$ cat config.mk
export PLATFORM = sky130hd
export DESIGN_NAME = sift_align
export DESIGN_NICKNAME = d
export VERILOG_FILES = /design/src/rtl/sift_align.sv
export SDC_FILE = /design/constraint.sdc
export NUM_CORES = 1
export LEC_CHECK = 0
export CORE_MARGIN = 10
export CORE_UTILIZATION = 62
export CTS_CLUSTER_SIZE = 12
export DETAILED_ROUTE_END_ITERATION = 6
export GPL_TIMING_DRIVEN = 0
export PLACE_DENSITY = 0.79
export SETUP_SLACK_MARGIN = 0.15
export SYNTH_ARGS = -nofsm -noshare
export SYNTH_HDL_FRONTEND = slang
export SYNTH_SLANG_ARGS = --single-unit
$ cat constraint.sdc
create_clock -name CLK -period 4.2 [get_ports CLK]
set_input_delay 0.84 -clock CLK [delete_from_list [all_inputs] [get_ports CLK]]
set_output_delay 0.84 -clock CLK [all_outputs]
set_load 0.05 [all_outputs]
$ cat src/rtl/sift_align.sv
// Delay-align a sample stream through a 2^AW ring buffer and subtract the
// matching envelope mean, producing a saturated 16-bit result.
module sift_align #(
  parameter int unsigned AW      = 6,
  parameter int unsigned DLY_RST = 30
) (
  input  logic          CLK,
  input  logic          RST,
  input  logic          Xin_VALID,
  input  logic [15:0]   Xin,
  input  logic [AW-1:0] DELAY,
  input  logic          Mean_VALID,
  input  logic [15:0]   Mean,
  output logic [15:0]   Xin_DELAY,
  output logic          DELAY_VALID,
  output logic [15:0]   Hout,
  output logic          Hout_VALID,
  output logic          SAT,
  output logic          MISALIGN
);

  localparam int unsigned DW    = 16;
  localparam int unsigned FW    = AW + 1;
  localparam int unsigned DEPTH = 1 << AW;
  localparam logic [FW-1:0] FILL_MAX = FW'(DEPTH);
  localparam logic [DW-1:0] POS_MAX  = {1'b0, {(DW-1){1'b1}}};
  localparam logic [DW-1:0] NEG_MIN  = {1'b1, {(DW-1){1'b0}}};

  logic [DW-1:0] mem [DEPTH];
  logic [AW-1:0] wp;
  logic [AW-1:0] dly;
  logic [FW-1:0] fill;

  logic          dly_change_c;
  logic          emit_c;
  logic          pair_c;
  logic [AW-1:0] rd_addr_c;
  logic [DW-1:0] tap_c;
  logic [DW:0]   diff_c;
  logic          sat_c;
  logic [DW-1:0] clamp_c;

  // Tap selection, emit decision and saturating subtract
  always_comb begin
    dly_change_c = 1'b0;
    emit_c       = 1'b0;
    pair_c       = 1'b0;
    rd_addr_c    = '0;
    tap_c        = '0;
    diff_c       = '0;
    sat_c        = 1'b0;
    clamp_c      = '0;

    dly_change_c = (DELAY != dly);
    emit_c       = Xin_VALID && !dly_change_c && (fill >= {1'b0, dly});
    rd_addr_c    = wp - dly;
    // A zero delay reads the word being written this cycle, so bypass the array
    tap_c        = (dly == '0) ? Xin : mem[rd_addr_c];

    pair_c  = DELAY_VALID && Mean_VALID;
    diff_c  = {Xin_DELAY[DW-1], Xin_DELAY} - {Mean[DW-1], Mean};
    sat_c   = diff_c[DW] ^ diff_c[DW-1];
    clamp_c = sat_c ? (diff_c[DW] ? NEG_MIN : POS_MAX) : diff_c[DW-1:0];
  end

  // Sample storage; contents are never emitted before being rewritten
  always_ff @(posedge CLK) begin
    if (Xin_VALID && !RST) begin
      mem[wp] <= Xin;
    end
  end

  // Write pointer, fill tracking and delayed-sample stage
  always_ff @(posedge CLK or posedge RST) begin
    if (RST) begin
      wp          <= '0;
      fill        <= '0;
      dly         <= AW'(DLY_RST);
      Xin_DELAY   <= '0;
      DELAY_VALID <= 1'b0;
    end else begin
      dly         <= DELAY;
      DELAY_VALID <= emit_c;
      if (Xin_VALID) begin
        wp <= wp + AW'(1);
      end
      if (dly_change_c) begin
        fill <= Xin_VALID ? FW'(1) : '0;
      end else if (Xin_VALID && (fill != FILL_MAX)) begin
        fill <= fill + FW'(1);
      end
      if (emit_c) begin
        Xin_DELAY <= tap_c;
      end
    end
  end

  // Result stage and sticky handshake check
  always_ff @(posedge CLK or posedge RST) begin
    if (RST) begin
      Hout       <= '0;
      Hout_VALID <= 1'b0;
      SAT        <= 1'b0;
      MISALIGN   <= 1'b0;
    end else begin
      Hout_VALID <= pair_c;
      SAT        <= pair_c && sat_c;
      if (pair_c) begin
        Hout <= clamp_c;
      end
      if (DELAY_VALID != Mean_VALID) begin
        MISALIGN <= 1'b1;
      end
    end
  end

endmodule
==> results.json, run 1 <==
{
  "crit_required_ns": 4.74,
  "leakage_nw": 15.97,
  "synth-seq-area-share_pct": 75.37,
  "post-route-cell-area_sq_um": 48920,
  "status": "complete, but fails checks",
  "violations": "DRC",
  "seq_power_share_pct": 36.7,
  "worst_case_clock_buffer_depth": 3,
  "relSlewSlack_pct": 20.69,
  "final_core_utilization_pct": 71.57,
  "yosys.area_share.adder_pct": 1.004,
  "drt_first_pass_iters": 7,
  "timing.hold.worst.start": "Xin[4]",
  "p_sw_mw": 10.97,
  "min_path_type": "in -> reg",
  "stdcell_count": 3141,
  "synth-edff-count": 1024,
  "design.die.area_sq_um": 79640,
  "fp-row-count": 96,
  "synth-seq-cells": 1079,
  "finalNetCount": 2284,
  "gate_count_of_the_mapped_netlist": 1948,
  "worstMarginPinSlew_ns": 1.190,
  "synth-main-ff-cell": "sky130_fd_sc_hd__edfxtp_1",
  "io_pins": 78,
  "synth_xor_xnor_area_share_pct": 0.6164,
  "drt_wl_total_microns": 113500,
  "grt_start_max_net_pins": 66,
  "synth_compound_gate_area_share_pct": 1.893,
  "worstSetupStartpoint": "wp[0]$_DFFE_PP0P_",
  "first_iter_violations": 3339,
  "setup_violations": 0,
  "die_y_microns": 282.2,
  "dr_total_vias": 22610,
  "clock_sink_count": 1079,
  "worstPathArrival_ns": 4.60,
  "seq_area_sq_um": 32130,
  "grt_use_total_pct": 29.17,
  "worst_r2r_startpoint": "wp[0]$_DFFE_PP0P_",
  "critical_path_class": "reg -> reg",
  "initial_utilization_pct": 62.37,
  "cellPowerDensity_nw_per_um2": 672.4,
  "ys_types": 54,
  "dp.cells": 2985,
  "io_buffers": 77,
  "p_clk_share_pct": 25.8,
  "cts_buffers": 104,
  "setup_tns_ns": 0,
  "insertion_delay_ns": 0.67,
  "maxCapViolCount": 0,
  "viasPerCell": 7.200,
  "post_synth_mux_area_share_pct": 17.39,
  "syn_area_per_cell_sq_um": 21.88,
  "vias_in_the_first_global_route": 22660,
  "timing.critical_path.fanout_max": 10,
  "max_freq_ghz": 0.2460,
  "synthArstFlopShare_pct": 5.097,
  "cts.reportedPaths.clkPinSlew_ns": 0.06,
  "holdBufCountCts": 0,
  "globalRoute.totalOverflow": 0,
  "synth_top_family_by_area": "multiplexers",
  "yosysWarningCount": 0,
  "grt_setup_unrepaired": "false",
  "fin_worst_skew_ns": 0.02947,
  "antenna_found_initial": 5,
  "nFillCells": 3686,
  "critPathCaptureType": "flip-flop",
  "dpl.hpwl_microns": 70020,
  "final_min_period_over_clock_period_pct": 96.77,
  "cts_root_buf": "sky130_fd_sc_hd__clkbuf_16",
  "tritoncts": "built",
  "power.ir.vdd_worst_v": 0.0004056,
  "syn-cell-area_sq_um": 42630,
  "drive_gt1_share_pct": 31.58,
  "routedWlPerCell_microns": 36.14,
  "gp_routability_congestion": 0.8805,
  "dpl_cell_area_sq_um": 45830,
  "route.antenna.remaining_nets": 0,
  "cp-start-kind": "flip-flop",
  "timing_max_transition_violations_final": 0,
  "placeableCoreArea_sq_um": 68350,
  "min_period_ns": 4.064,
  "p_sw_share_pct": 33.36,
  "report.final.hold_viol_count": 0,
  "multi_input_gate_area_sq_um": 10060,
  "synthesis.nets": 2023,
  "grt_first_pass_wirelength_microns": 164400,
  "synthToLayoutAreaGrowth_pct": 14.75,
  "drc": 3,
  "post_synth_and_or_nand_nor_area_fraction_pct": 2.272,
  "share_comb_of_total_power_pct": 37.5,
  "die_w_microns": 282.2,
  "p_int_mw": 21.92,
  "htree_levels": 3
}
critical path, cell delays in order, from the launching register on:
cell and delay (ns):
sky130_fd_sc_hd__dfrtp_1 0.37, sky130_fd_sc_hd__clkbuf_2 0.22, sky130_fd_sc_hd__inv_1 0.11, sky130_fd_sc_hd__ha_1 0.25
sky130_fd_sc_hd__fa_1 0.61, sky130_fd_sc_hd__buf_4 0.31, sky130_fd_sc_hd__clkbuf_4 0.35, sky130_fd_sc_hd__clkbuf_4 0.29
sky130_fd_sc_hd__mux4_2 0.38, sky130_fd_sc_hd__mux4_2 0.56, sky130_fd_sc_hd__a22oi_1 0.35, sky130_fd_sc_hd__nand2_1 0.12
through the flow:
step	worst slack, ns	power (mW)	hold slack [ns]
floorplan	0.5183	19.70	0.5216
CTS	0.1615	32.63	0.4432
finish	0.1356	32.89	0.4590
global route	0.1456	33.61	0.4635
global placement	-1.375	23.42	0.4516
detailed placement	-1.030	23.87	0.4652
cells in the mapped netlist, types with 5 or more instances:
master | n | share of area (%)
sky130_fd_sc_hd__edfxtp_1 | 1024 | 72
sky130_fd_sc_hd__mux4_2 | 320 | 17
sky130_fd_sc_hd__nor2_1 | 96 | 0.85
sky130_fd_sc_hd__dfrtp_1 | 51 | 3.0
sky130_fd_sc_hd__clkbuf_1 | 50 | 0.44
sky130_fd_sc_hd__inv_1 | 50 | 0.44
sky130_fd_sc_hd__buf_2 | 36 | 0.42
sky130_fd_sc_hd__nand2_1 | 36 | 0.32
sky130_fd_sc_hd__ha_1 | 31 | 0.91
sky130_fd_sc_hd__a21oi_1 | 26 | 0.31
sky130_fd_sc_hd__and3_1 | 18 | 0.26
sky130_fd_sc_hd__o21ai_0 | 18 | 0.21
sky130_fd_sc_hd__xnor2_1 | 16 | 0.33
sky130_fd_sc_hd__xor2_1 | 14 | 0.29
sky130_fd_sc_hd__a221oi_2 | 12 | 0.42
sky130_fd_sc_hd__a22oi_1 | 12 | 0.21
sky130_fd_sc_hd__mux2_2 | 12 | 0.32
sky130_fd_sc_hd__nand3_1 | 12 | 0.14
sky130_fd_sc_hd__o22ai_1 | 12 | 0.18
sky130_fd_sc_hd__nor3_1 | 9 | 0.11
sky130_fd_sc_hd__nor2b_1 | 8 | 0.12
sky130_fd_sc_hd__mux2i_1 | 7 | 0.16
sky130_fd_sc_hd__a21o_1 | 5 | 0.088
sky130_fd_sc_hd__buf_4 | 5 | 0.088
sky130_fd_sc_hd__o21ai_1 | 5 | 0.059
state kept, by name, summed over array words and instances, names as in the netlist:
signal / cells
DELAY_VALID: 1
Hout: 16
Hout_VALID: 1
MISALIGN: 1
SAT: 1
Xin_DELAY: 16
dly: 6
fill: 7
mem: 1024
wp: 6
power groups by stage:
stage	logic, mW	registers, mW	clock network [mW]
global route	12.6	12.1	8.91
detailed placement	11.6	12.3	0
CTS	12.0	12.1	8.53
finish	12.3	12.1	8.48
global placement	11.1	12.3	0
floorplan	7.41	12.3	0
routing by layer:
layer	vias up	track usage, %	wire, microns
li1	8645	-	-
met4	10	10.35	4402
met5	-	0	63
met1	11760	39.44	39940
met3	330	7.265	14170
met2	1871	46.43	54950
timing repair:
| action | 4_1_cts | 5_1_grt |
|---|---|---|
| buffers inserted | 0 | 0 |
| resized for setup | 58 | 49 |
| setup endpoints to repair | 16 | 13 |
kinds of logic (layout without fill, tap and decap cells):
family                     Yosys count  after routing
AOI/OAI and AO/OA                  113            113
xor gates and xnor gates            30             30
adders and majority gates           33             33
buffers and inverters              146            456
DFF                               1079           1079
muxes                              339            339
other                                0              1
and+or+nand+nor                    208            208
area by class of cell:
type / count / area share, %
repair buffers: 155 / 3.967
flip-flops and latches: 1079 / 65.68
well taps: 882 / 2.256
plain buffers: 94 / 1.166
multi-input cells: 723 / 20.56
inverters: 52 / 0.3990
diodes: 1 / 0.005116
clock buffers: 136 / 5.673
clock inverters: 19 / 0.2865
cell usage in the layout (no fill, tap or decap), drive strengths merged, types with 5 or more instances in the layout:
| cell type | instances |
|---|---|
| nor3 | 9 |
| ha | 31 |
| dfrtp | 51 |
| a221oi | 14 |
| xnor2 | 16 |
| o22ai | 12 |
| nor2b | 8 |
| mux2 | 12 |
| nor2 | 96 |
| and3 | 18 |
| buf | 137 |
| mux4 | 320 |
| clkbuf | 187 |
| clkinv | 14 |
| nand3 | 12 |
| a22oi | 12 |
| inv | 56 |
| clkdlybuf4s50 | 61 |
| mux2i | 7 |
| o21ai | 23 |
| nand2 | 36 |
| xor2 | 14 |
| edfxtp | 1024 |
| a21oi | 26 |
| a21o | 5 |
worst paths after layout:
check / depth (start not counted) / end / slack (ns)
worst min-delay path: 1 / mem[38][4]$_DFFE_PP_ / 0.46
max in group asynchronous: 3 / dly[1]$_DFF_PP1_ / 2.81
worst max register to register: 11 / Xin_DELAY[13]$_DFFE_PP0P_ / 0.14
worst max-delay path: 11 / Xin_DELAY[13]$_DFFE_PP0P_ / 0.14
worst min register to register: 1 / MISALIGN$_DFFE_PP0P_ / 0.48
min in group asynchronous: 2 / wp[1]$_DFFE_PP0P_ / 0.73
Power figures use the tool's default switching activity.
==> run 2, diff against run 1 <==
- CORE_UTILIZATION: 62 -> 64
- CTS_BUF_LIST: default -> sky130_fd_sc_hd__clkbuf_4 sky130_fd_sc_hd__clkbuf_8
- PLACE_DENSITY: 0.79 -> 0.81
==> run 2 against run 1 <==
Against the previous run:
- largest cell class unchanged
- critical endpoint is now Xin_DELAY[7]$_DFFE_PP0P_
- register-to-register slack improved by 0.11 ns
- the run now ends clean
- clock skew increased by 0.023 ns
- global-route usage is 0.52 points lower
- core utilization rose by 3.3 points
==> results.json, run 2 (same netlist as run 1, synthesis figures left out) <==
{
  "final_min_period_over_clock_period_pct": 94.17,
  "most_frequent_cells_in_the_layout": "sky130_fd_sc_hd__edfxtp_1, sky130_fd_sc_hd__mux4_2, sky130_fd_sc_hd__clkbuf_8",
  "fp-row-count": 94,
  "cts_root_buf": "sky130_fd_sc_hd__clkbuf_8",
  "timing.hold.worst.start": "Xin[4]",
  "placeableCoreArea_sq_um": 65860,
  "report.final.hold_viol_count": 0,
  "leakage_nw": 16.28,
  "cts.reportedPaths.clkPinSlew_ns": 0.07,
  "finalNetCount": 2339,
  "largestRegisters": "mem (1024), Hout (16), Xin_DELAY (16)",
  "die_w_microns": 278.1,
  "io_pins": 78,
  "dpl.hpwl_microns": 73390,
  "cts_post_setup_buffers_inserted": 0,
  "drt_first_pass_iters": 5,
  "worstPathArrival_ns": 4.67,
  "cp-start-kind": "flip-flop",
  "timing.critical_path.fanout_max": 10,
  "maxCapViolCount": 0,
  "initial_utilization_pct": 64.72,
  "synthToLayoutAreaGrowth_pct": 15.63,
  "route.antenna.remaining_nets": 0,
  "gp_routability_congestion": 0.8743,
  "rr_worst_depth": 11,
  "clock_sink_count": 1079,
  "drive_gt1_share_pct": 35.56,
  "die_y_microns": 278.1,
  "r2r_setup_slk_ns": 0.24,
  "routedWlPerCell_microns": 33.82,
  "final_core_utilization_pct": 74.84,
  "cts_buffers": 164,
  "dr_total_vias": 22560,
  "grt_use_total_pct": 28.65,
  "worstMarginPinSlew_ns": 1.202,
  "holdBufCountCts": 0,
  "power.total_mw": 32.88,
  "status": "finished, final reports clean",
  "max_freq_ghz": 0.2528,
  "io_buffers": 77,
  "crit_required_ns": 4.91,
  "viasPerCell": 6.930,
  "critPathCaptureType": "flip-flop",
  "worstSetupStartpoint": "wp[0]$_DFFE_PP0P_",
  "htree_levels": 4,
  "globalRoute.totalOverflow": 0,
  "insertion_delay_ns": 0.84,
  "design.die.area_sq_um": 77330,
  "vias_in_the_first_global_route": 22980,
  "min_path_type": "in -> reg",
  "final_common_cell": "sky130_fd_sc_hd__edfxtp_1",
  "timing_max_transition_violations_final": 0,
  "worst_r2r_startpoint": "wp[0]$_DFFE_PP0P_",
  "register_ranked_first_by_flip_flop_count": "mem",
  "worst_case_clock_buffer_depth": 3,
  "setup_violations": 0,
  "min_period_ns": 3.955,
  "critical_path_class": "reg -> reg",
  "grt_start_max_net_pins": 66,
  "drc": 0,
  "cts-resized-gates": 50,
  "relSlewSlack_pct": 19.88,
  "fin_worst_skew_ns": 0.05259,
  "grt_first_pass_wirelength_microns": 159600,
  "drt_wl_total_microns": 110100,
  "power.ir.vdd_worst_v": 0.0004118,
  "cellPowerDensity_nw_per_um2": 667.2,
  "antenna_found_initial": 5,
  "whs_path_depth": 1,
  "grt_setup_unrepaired": "true",
  "largest_register_ff_count": 1024,
  "first_iter_violations": 3391,
  "tritoncts": "built"
}
==> run 2: critical path: stages, from the launching register on <==
cell and delay [ns]:
sky130_fd_sc_hd__dfrtp_1 0.37, sky130_fd_sc_hd__clkbuf_2 0.22, sky130_fd_sc_hd__inv_1 0.11, sky130_fd_sc_hd__ha_1 0.24, sky130_fd_sc_hd__fa_1 0.60, sky130_fd_sc_hd__buf_4 0.27
sky130_fd_sc_hd__clkbuf_2 0.35, sky130_fd_sc_hd__clkbuf_2 0.36, sky130_fd_sc_hd__mux4_2 0.41, sky130_fd_sc_hd__mux4_2 0.52, sky130_fd_sc_hd__a22oi_1 0.29, sky130_fd_sc_hd__nand2_1 0.09
==> run 2: path summary, 6_finish.rpt <==
| check | end |
|---|---|
| min | mem[40][4]$_DFFE_PP_ |
| max reg2reg | Xin_DELAY[7]$_DFFE_PP0P_ |
| max | Xin_DELAY[7]$_DFFE_PP0P_ |
| max in group asynchronous | dly[4]$_DFF_PP1_ |
| min reg2reg | MISALIGN$_DFFE_PP0P_ |
| min in group asynchronous | MISALIGN$_DFFE_PP0P_ |
==> run 2: layout make-up <==
| cell class | instances | area (sq um) |
|---|---|---|
| Sequential cell | 1079 | 32130 |
| Tap cell | 864 | 1081 |
| Antenna cell | 1 | 2.502 |
| Multi-Input combinational cell | 723 | 10050 |
| Fill cell | 3260 | 16570 |
| Buffer | 94 | 554.3 |
| Timing Repair Buffer | 150 | 2012 |
| Clock inverter | 67 | 533.0 |
| Clock buffer | 225 | 2728 |
| Inverter | 52 | 195.2 |
==> run 2: report_power, final <==
group          internal (mW)  leakage (nW)  total, mW  switching [mW]
logic                   5.31          4.69       12.2            6.84
registers               12.0          9.86       12.1          0.0924
clock network           4.56          1.73       8.64            4.08
==> run 2: layer usage <==
metal	part of all wire, %	global-route usage [%]
met1	34	37.96
met4	4.1	12.18
met2	48	43.70
met5	0.015	0
met3	14	9.456
==> run 2: through the flow <==
step           hold slack, ns  instances  setup TNS [ns]  worst slack (ns)  cell area [sq um]
6_report               0.2958       3255               0            0.2447              49290
5_1_grt                0.2741       3255               0            0.1217              49290
4_1_cts                0.2502       3254               0            0.2251              49240
3_5_place_dp           0.4605       2962          -9.657           -0.7979              45880
3_3_place_gp           0.4528       2889         -701.94            -1.639              44480
2_1_floorplan          0.5216       1948               0            0.5183              42630
